--- config.mk ---
export PLATFORM = sky130hd
export DESIGN_NAME = pll_lock_monitor
export DESIGN_NICKNAME = d
export VERILOG_FILES = /design/src/rtl/clk_pkg.sv /design/src/rtl/sync2.sv /design/src/rtl/pll_lock_monitor.sv
export SDC_FILE = /design/constraint.sdc
export NUM_CORES = 1
export LEC_CHECK = 0
export CAP_MARGIN = 20
export CELL_PAD_IN_SITES_DETAIL_PLACEMENT = 0
export CELL_PAD_IN_SITES_GLOBAL_PLACEMENT = 1
export CORE_ASPECT_RATIO = 2
export CORE_MARGIN = 2
export CORE_UTILIZATION = 35
export CTS_CLUSTER_DIAMETER = 200
export CTS_CLUSTER_SIZE = 20
export DETAILED_ROUTE_END_ITERATION = 8
export GPL_ROUTABILITY_DRIVEN = 0
export PLACE_DENSITY_LB_ADDON = 0.15
export SETUP_SLACK_MARGIN = 0.1
export SYNTH_ARGS = -nofsm -noshare
export SYNTH_HDL_FRONTEND = slang
export SYNTH_SLANG_ARGS = --single-unit
--- constraint.sdc ---
create_clock -name clk -period 4 [get_ports clk]
set_input_delay 1.2 -clock clk [delete_from_list [all_inputs] [get_ports clk]]
set_output_delay 1.2 -clock clk [all_outputs]
set_load 0.02 [all_outputs]
--- src/rtl/clk_pkg.sv ---
// Shared types and sizing helpers for the PLL lock monitor.
package clk_pkg;

    typedef enum logic [2:0] {
        WAIT_LOCK = 3'd0,
        QUALIFY   = 3'd1,
        HOLD      = 3'd2,
        RUN       = 3'd3,
        PLL_RESET = 3'd4
    } state_e;

    // Width of a counter that counts 0 .. n-1.
    function automatic int cnt_w(input int n);
        return (n < 2) ? 1 : $clog2(n);
    endfunction

endpackage

--- src/rtl/sync2.sv ---
// Two-flop synchronizer for a single asynchronous bit.
module sync2
    import clk_pkg::*;
(
    input  logic clk,
    input  logic rst,
    input  logic d,
    output logic q
);

    logic meta_q;
    logic sync_q;

    always_ff @(posedge clk) begin
        if (rst) begin
            meta_q <= 1'b0;
            sync_q <= 1'b0;
        end else begin
            meta_q <= d;
            sync_q <= meta_q;
        end
    end

    assign q = sync_q;

endmodule

--- src/rtl/pll_lock_monitor.sv ---
// Qualifies PLL lock, sequences downstream reset and retries the PLL
// when lock never qualifies within the timeout window.
module pll_lock_monitor
    import clk_pkg::*;
#(
    parameter int LOCK_CYCLES    = 1024,
    parameter int HOLD_CYCLES    = 16,
    parameter int TIMEOUT_CYCLES = 1000000,
    parameter int PLL_RST_CYCLES = 32,
    parameter int MAX_RETRY      = 3
) (
    input  logic       clk,
    input  logic       rst,
    input  logic       locked,
    output logic       pll_rst,
    output logic       sys_rst,
    output logic       ready,
    output logic [7:0] loss_count,
    output logic [3:0] retry_count,
    output logic       fault
);

    localparam int LW = cnt_w(LOCK_CYCLES);
    localparam int HW = cnt_w(HOLD_CYCLES);
    localparam int TW = cnt_w(TIMEOUT_CYCLES);
    localparam int PW = cnt_w(PLL_RST_CYCLES);

    localparam logic [LW-1:0] L_LAST = LW'(LOCK_CYCLES - 1);
    localparam logic [HW-1:0] H_LAST = HW'(HOLD_CYCLES - 1);
    localparam logic [TW-1:0] T_LAST = TW'(TIMEOUT_CYCLES - 1);
    localparam logic [PW-1:0] P_LAST = PW'(PLL_RST_CYCLES - 1);
    localparam logic [3:0]    R_LIM  = 4'(MAX_RETRY);

    logic          lock_s;
    state_e        state_q, state_d;
    logic [LW-1:0] qcnt_q, qcnt_d;
    logic [HW-1:0] hcnt_q, hcnt_d;
    logic [TW-1:0] tcnt_q, tcnt_d;
    logic [PW-1:0] pcnt_q, pcnt_d;
    logic [7:0]    loss_q, loss_d;
    logic [3:0]    retry_q, retry_d;
    logic          fault_q, fault_d;

    sync2 u_sync (
        .clk (clk),
        .rst (rst),
        .d   (locked),
        .q   (lock_s)
    );

    always_comb begin
        state_d = state_q;
        qcnt_d  = qcnt_q;
        hcnt_d  = hcnt_q;
        tcnt_d  = tcnt_q;
        pcnt_d  = pcnt_q;
        loss_d  = loss_q;
        retry_d = retry_q;
        unique case (state_q)
            WAIT_LOCK, QUALIFY: begin
                // Timeout wins over any lock progress on the same edge.
                if (tcnt_q == T_LAST) begin
                    state_d = PLL_RESET;
                    tcnt_d  = '0;
                    pcnt_d  = '0;
                end else begin
                    tcnt_d = tcnt_q + 1'b1;
                    if (state_q == WAIT_LOCK) begin
                        if (lock_s) begin
                            state_d = QUALIFY;
                            qcnt_d  = '0;
                        end
                    end else if (!lock_s) begin
                        state_d = WAIT_LOCK;
                    end else if (qcnt_q == L_LAST) begin
                        state_d = HOLD;
                        hcnt_d  = '0;
                        tcnt_d  = '0;
                    end else begin
                        qcnt_d = qcnt_q + 1'b1;
                    end
                end
            end
            HOLD: begin
                if (!lock_s) begin
                    state_d = WAIT_LOCK;
                end else if (hcnt_q == H_LAST) begin
                    state_d = RUN;
                end else begin
                    hcnt_d = hcnt_q + 1'b1;
                end
            end
            RUN: begin
                if (!lock_s) begin
                    state_d = WAIT_LOCK;
                    if (loss_q != 8'hFF) loss_d = loss_q + 8'd1;
                end
            end
            PLL_RESET: begin
                if (pcnt_q == P_LAST) begin
                    state_d = WAIT_LOCK;
                    if (retry_q != 4'hF) retry_d = retry_q + 4'd1;
                end else begin
                    pcnt_d = pcnt_q + 1'b1;
                end
            end
            default: state_d = WAIT_LOCK;
        endcase
        fault_d = fault_q | (retry_d >= R_LIM);
    end

    always_ff @(posedge clk) begin
        if (rst) begin
            state_q <= WAIT_LOCK;
            qcnt_q  <= '0;
            hcnt_q  <= '0;
            tcnt_q  <= '0;
            pcnt_q  <= '0;
            loss_q  <= '0;
            retry_q <= '0;
            fault_q <= 1'b0;
        end else begin
            state_q <= state_d;
            qcnt_q  <= qcnt_d;
            hcnt_q  <= hcnt_d;
            tcnt_q  <= tcnt_d;
            pcnt_q  <= pcnt_d;
            loss_q  <= loss_d;
            retry_q <= retry_d;
            fault_q <= fault_d;
        end
    end

    assign pll_rst     = (state_q == PLL_RESET);
    assign ready       = (state_q == RUN);
    assign sys_rst     = (state_q != RUN);
    assign loss_count  = loss_q;
    assign retry_count = retry_q;
    assign fault       = fault_q;

endmodule

==> results by group, run 1 <==
Status
  – Outcome: completed

Place
  – Post-Place Cells: 456
  – Dpl hpwl: 5.728 mm
  – Dpl cell area: 0.003296 mm^2
  – Number of port buffers: 18

Clock network
  – Num CTS Buffers: 9
  – Worst-Skew Late Latency: 0.33 ns
  – Worst-path clk slew: 0.05 ns
  – Post-CTS setup buffer count: 0
  – CTS tree: done
  – CTS max path bufs: 2
  – # resized after CTS: 0
  – Root Buffer: clkbuf_16
  – H-Tree Level Count: 3
  – Hold_buf cts: 0
  – Clock Sinks: 57

Timing
  – Min Clock Period, post-route: 3.150 ns
  – Final setup fails: 0
  – Period utilisation layout: 78.75%
  – Slew Viols, Final: 0
  – RSZ-0062 raised after global routing: no
  – Fmax: 317.5 MHz
  – Setup Skew: 0.005908 ns
  – Worst slew pin tran: 1.099 ns
  – TNS Setup: 0 ns
  – Worst slew margin: 26.03%
  – Fin. Hold Viols: 0

Global route
  – Met1 Resource Use GR: 17.02%
  – Initial antenna violation count: 0
  – Vias in the first global route: 2682
  – First-pass GRT wire length: 12.86 mm
  – Met2 Usage GRT: 31.72%
  – Busiest grt layer: met2
  – GRT Util Overall: 17.09%
  – Pin count of the biggest net entering global routing: 37
  – Grt ovf: 0
  – GR Layer Usage met3: 3.219%

Logic synthesis
  – Ys async rst share: 0%
  – Per-instance average area after synthesis: 8.819 um^2
  – Synth cell types: 65
  – Mapped Nets: 363
  – Seq/Total Area, Yosys: 36.66%
  – Synth warn: 0
  – Syn Std Cell Area: 0.003113 mm^2
  – Synth Instances: 353
  – EDFF count, synth: 0
  – Yosys reg bits: 57
  – Dominant synthesized flop cell: dfxtp_1

Cells and area
  – Most common cell after layout, fill and taps aside: dfxtp_1
  – Proportion of layout cells with a drive suffix above 1: 11.80%
  – Final instance area: 0.003595 mm^2
  – P&R area growth vs syn: 15.47%
  – Final Non-Filler Cells: 473
  – Most frequent cells in the layout: dfxtp_1 (57), nand2_1 (28), a31oi_1 (27), nor2_1 (21)
  – # diodes: 0
  – Nets@finish: 378

Drt
  – DRT iter0 DRCs: 128
  – Via-per-instance ratio: 5.782
  – DRC: 0
  – Antenna Violating Nets Remaining: 0
  – WL/cell: 16.47 um
  – Final wirelength: 7.792 mm
  – Detailed-route via count: 2735
  – TritonRoute pass-1 iters: 6

Die
  – Top-level I/O count: 19
  – Die H: 137.4 um
  – DIE AREA: 0.009710 mm^2
  – Initial Utilization: 36.00%
  – Num rows: 48
  – Die Span X: 70.69 um
  – CORE AREA: 0.008648 mm^2

Power
  – Logic pwr share: 3.0%
  – Worst vdd ir: 0.2216 mV
  – Lkg Pwr: 1.232 nW
  – P_sw: 0.0002916 W
  – PwrDens: 380.8 mW/mm^2
  – Clock Power Share: 54.1%
  – Sequential share of power: 43.0%
  – Net Sw Frac: 21.31%
  – Internal Power: 0.001077 W

Critical path
  – WP data required: 2.80 ns
  – Crit Path Max Fanout: 13
  – Critical Path End Type: output port
  – Crit Path Class: flip-flop to output port
  – Crit path DAT: 1.95 ns
  – Crit start category: flip-flop

Min path
  – Hold Path Class: flip-flop to flip-flop

Flow run
  – MaxCap Viol Count: 0
[Yosys cell counts (2+ instances only)]
master,instances,area [um^2]
nor2b_1,3,18.77
a31o_2,2,17.52
xor2_1,11,96.34
o211ai_1,2,15.01
nand3_1,14,70.07
clkbuf_1,11,41.29
dfxtp_1,57,1141
inv_1,12,45.04
buf_2,3,15.01
o21ai_0,8,40.04
o21bai_1,2,15.01
a21oi_1,18,90.09
nor4_1,7,43.79
o41ai_1,4,35.03
nor4b_1,3,26.28
o22ai_1,3,18.77
nand4_1,15,93.84
a31oi_1,27,168.9
xnor2_1,2,17.52
or4b_2,2,20.02
ha_1,7,87.58
and3_1,6,37.54
mux2i_1,5,50.05
clkbuf_8,5,68.82
buf_6,2,22.52
o31ai_1,3,22.52
nor3b_1,3,22.52
or3b_2,3,26.28
nand2_1,28,105.1
and2_1,3,18.77
o31a_1,3,26.28
a211oi_1,2,15.01
and4_1,4,35.03
nor2_1,21,78.83
nand2b_1,6,37.54
nor3_1,3,15.01
nand3b_1,13,97.59
nand4b_1,3,26.28
[final cells by class]
class,instances,area (um^2)
Sequential cell,57,1141
Tap cell,100,125.1
Clock buffer,14,284.0
Fill cell,915,5054
Timing Repair Buffer,27,245.2
Multi-Input combinational cell,261,1744
Inverter,12,45.04
Clock inverter,2,10.01
[critical path, stage by stage, from the launching register on]
cell	delay [ns]
dfxtp_1	0.53
nor3b_1	0.41
clkdlybuf4s50_1	0.68
[state kept, by name, summed over array words and instances (netlist names)]
name           flops
loss_count         8
hcnt_q             4
pcnt_q             5
tcnt_q            20
u_sync.meta_q      1
state_q            3
u_sync.q           1
fault              1
retry_count        4
qcnt_q            10
[layer usage]
metal | up-vias | part of all wire, %
met2 | 25 | 57
li1 | 1362 | -
met5 | - | 0
met3 | 19 | 1.9
met1 | 1329 | 38
met4 | 0 | 3.0
[final timing paths]
check | start | endpoint | slack [ns] | cells past startpoint
min reg2reg | u_sync.meta_q | u_sync.q | 0.44 | 1
max | state_q[2] | pll_rst | 0.85 | 2
max reg2reg | tcnt_q[0] | qcnt_q[7] | 1.29 | 7
min | u_sync.meta_q | u_sync.q | 0.44 | 1
[power groups by stage]
| stage | sequential (W) | clock (W) | combinational [W] |
|---|---|---|---|
| global route | 0.000589 | 0.000781 | 0.0000461 |
| finish | 0.000588 | 0.000740 | 0.0000407 |
| detailed placement | 0.000599 | 0 | 0.0000410 |
| floorplan | 0.000595 | 0 | 0.0000334 |
| global placement | 0.000599 | 0 | 0.0000408 |
| CTS | 0.000588 | 0.000761 | 0.0000412 |
[metrics by stage]
step	hold WS (ns)	worst slack (ns)	utilization [%]	power [W]
6_report	0.4365	0.8502	41.57	0.001369
5_1_grt	0.4693	0.7284	41.57	0.001417
4_1_cts	0.4399	0.7725	41.51	0.001390
3_5_place_dp	0.4287	1.111	38.11	0.0006404
3_3_place_gp	0.4193	1.108	38.11	0.0006402
2_1_floorplan	0.4138	1.529	-	0.0006282
[cell families (layout without fill, tap and decap cells)]
kind of cell | after synthesis | after routing | synth area share (%)
AO/OA/AOI/OAI | 87 | 87 | 19.29
XOR/XNOR | 13 | 13 | 3.658
adder cells (fa/ha/maj) | 7 | 7 | 2.813
buffers and inverters | 35 | 55 | 7.315
flip-flops | 57 | 57 | 36.66
multiplexers | 5 | 5 | 1.608
AND/OR/NAND/NOR | 149 | 149 | 28.66
No activity file was read; power rests on OpenSTA's default activity.
==> run 2: changes to the inputs <==
Clock period 4 ns to 2.8 ns, I/O delays scaled along.
==> run 2 against run 1 <==
Sequential share of layout area fell by 0.56 points. Via count barely moved. Critical endpoint is now ready. Critical path depth rose by 1.
==> results by group, run 2 (synthesis results as in run 1) <==
Global route
  – Vias in the first global route: 2641 (was 2682)
  – Initial antenna violation count: 0 (unchanged)
  – Grt ovf: 0 (unchanged)
  – First-pass GRT wire length: 13.28 mm (was 12.86 mm)
  – Pin count of the biggest net entering global routing: 20 (was 37)
  – GRT Util Overall: 17.90% (was 17.09%)

Clock network
  – Post-CTS setup buffer count: 0 (unchanged)
  – CTS tree: done (unchanged)
  – CTS max path bufs: 2 (unchanged)
  – Num CTS Buffers: 9 (unchanged)
  – H-Tree Level Count: 3 (unchanged)
  – # resized after CTS: 0 (unchanged)
  – Hold_buf cts: 0 (unchanged)
  – Clock Sinks: 57 (unchanged)
  – Worst-Skew Late Latency: 0.33 ns (about the same)
  – Root Buffer: clkbuf_16 (unchanged)
  – Worst-path clk slew: 0.05 ns (about the same)

Critical path
  – WP data required: 1.96 ns (was 2.80 ns)
  – Crit-path cells: nand3b_1, inv_1, clkdlybuf4s50_1 (was nor3b_1, clkdlybuf4s50_1)
  – R2r setup slk: 0.38 ns (was 1.29 ns)
  – Crit path DAT: 1.75 ns (was 1.95 ns)
  – Crit Path Class: flip-flop to output port (unchanged)
  – Max incr delay on CP: 0.60 ns (was 0.68 ns)
  – Crit start category: flip-flop (unchanged)
  – Crit-path slowest cell: clkdlybuf4s50_1 (unchanged)
  – Critical Path End Type: output port (unchanged)
  – Setup crit start: state_q[1] (was state_q[2])
  – Critical R2R Launch: tcnt_q[0] (unchanged)
  – Worst Reg2Reg Path Length in Cells: 7 (unchanged)
  – R2r endpoint: tcnt_q[3] (was qcnt_q[7])
  – Crit Path Max Fanout: 10 (was 13)

Cells and area
  – Nets@finish: 388 (was 378)
  – P&R area growth vs syn: 17.56% (was 15.47%)
  – Number of fillers in the final layout: 897 (was 915)
  – # diodes: 0 (unchanged)
  – Number of flip-flops in the largest register: 20 (unchanged)
  – Fin util: 42.32% (was 41.57%)
  – Most common cell after layout, fill and taps aside: dfxtp_1 (unchanged)
  – Sequential cell area: 0.001141 mm^2 (unchanged)
  – Top reg by flops: tcnt_q (unchanged)
  – Most frequent cells in the layout: dfxtp_1 (57), nand2_1 (28), a31oi_1 (27), nor2_1 (21), buf_4 (19) (was dfxtp_1 (57), nand2_1 (28), a31oi_1 (27), nor2_1 (21))
  – Proportion of layout cells with a drive suffix above 1: 14.36% (was 11.80%)
  – Footprint of the multi-input gates: 0.001750 mm^2 (was 0.001744 mm^2)

Timing
  – Fmax: 386.4 MHz
  – RSZ-0062 raised after global routing: yes (was no)
  – Fin. Hold Viols: 0 (unchanged)
  – Min Hold Slack: 0.4368 ns (was 0.4365 ns)
  – Final setup fails: 0 (unchanged)
  – Worst slew pin tran: 0.7409 ns (was 1.099 ns)
  – TNS Setup: 0 ns (unchanged)
  – Period utilisation layout: 92.44%
  – Min Clock Period, post-route: 2.588 ns
  – Worst slew margin: 49.96% (was 26.03%)
  – Setup Skew: 0.007771 ns (was 0.005908 ns)
  – Slew Viols, Final: 0 (unchanged)

Place
  – Dpl hpwl: 6.073 mm (was 5.728 mm)
  – Number of port buffers: 18 (unchanged)

Drt
  – Detailed-route via count: 2733 (was 2735)
  – Final wirelength: 8.026 mm (was 7.792 mm)
  – Via-per-instance ratio: 5.658 (was 5.782)
  – TritonRoute pass-1 iters: 4 (was 6)
  – DRT iter0 DRCs: 125 (was 128)
  – WL/cell: 16.62 um (was 16.47 um)
  – Antenna Violating Nets Remaining: 0 (unchanged)
  – DRC: 0 (unchanged)

Die
  – Die H: 137.4 um (unchanged)
  – CORE AREA: 0.008648 mm^2 (unchanged)
  – Top-level I/O count: 19 (unchanged)
  – Num rows: 48 (unchanged)
  – Die Span X: 70.69 um (unchanged)
  – Initial Utilization: 36.00% (unchanged)
  – DIE AREA: 0.009710 mm^2 (unchanged)

Power
  – PwrDens: 519.4 mW/mm^2 (was 380.8 mW/mm^2)
  – Lkg Pwr: 1.279 nW (was 1.232 nW)
  – Tot Pwr: 0.001901 W (was 0.001369 W)
  – Worst vdd ir: 0.3473 mV (was 0.2216 mV)

Min path
  – Worst Hold Path EP: u_sync.q (unchanged)
  – Hold Path Class: flip-flop to flip-flop (unchanged)
  – Hold_sp: u_sync.meta_q (unchanged)
  – WHS Path Cells: 1 (unchanged)

Flow run
  – MaxCap Viol Count: 0 (unchanged)

Status
  – Outcome: completed (unchanged)
==> run 2: worst max-delay path, delay by kind of cell, from the launching register on <==
family / cells / cell delay [ns]
buf+inv: 2 / 0.69
flops: 1 / 0.52
simple gates: 1 / 0.21
==> run 2: how the worst max path moves through the flow <==
stage | slack, ns | to
floorplan | 0.69 | pll_rst
global placement | 0.29 | tcnt_q[12]
detailed placement | 0.23 | tcnt_q[3]
CTS | 0.13 | pll_rst
global route | 0.08 | ready
finish | 0.21 | ready
==> run 2: routing by layer <==
| layer | global-route usage [%] | routed length, um | vias to the layer above |
|---|---|---|---|
| met4 | 8.595 | 191 | 0 |
| met1 | 17.09 | 3023 | 1316 |
| li1 | - | - | 1384 |
| met2 | 35.15 | 4673 | 19 |
| met3 | 3.731 | 138 | 14 |
| met5 | 0 | 0 | - |
==> run 2: power by group <==
part           internal [W]  total (W)  switching [W]
Clock              0.000641    0.00100       0.000360
Combinational     0.0000263  0.0000635      0.0000372
Sequential         0.000824   0.000837      0.0000132
==> run 2: through the flow <==
| step | area, um^2 | setup WS (ns) | cells |
|---|---|---|---|
| final | 3660 | 0.2118 | 483 |
| after global routing | 3660 | 0.08420 | 483 |
| after CTS | 3654 | 0.1332 | 483 |
| after detailed placement | 3378 | 0.2343 | 467 |
| after global placement | 3378 | 0.2891 | 467 |
| after floorplan | 3113 | 0.6889 | 353 |
==> run 2: layout make-up <==
class | count | share of cell area [%]
flip-flops and latches | 57 | 31.18
well taps | 100 | 3.419
inverters | 12 | 1.231
multi-input cells | 261 | 47.83
repair buffers | 37 | 8.821
clock buffers | 13 | 7.111
clock inverters | 3 | 0.4103
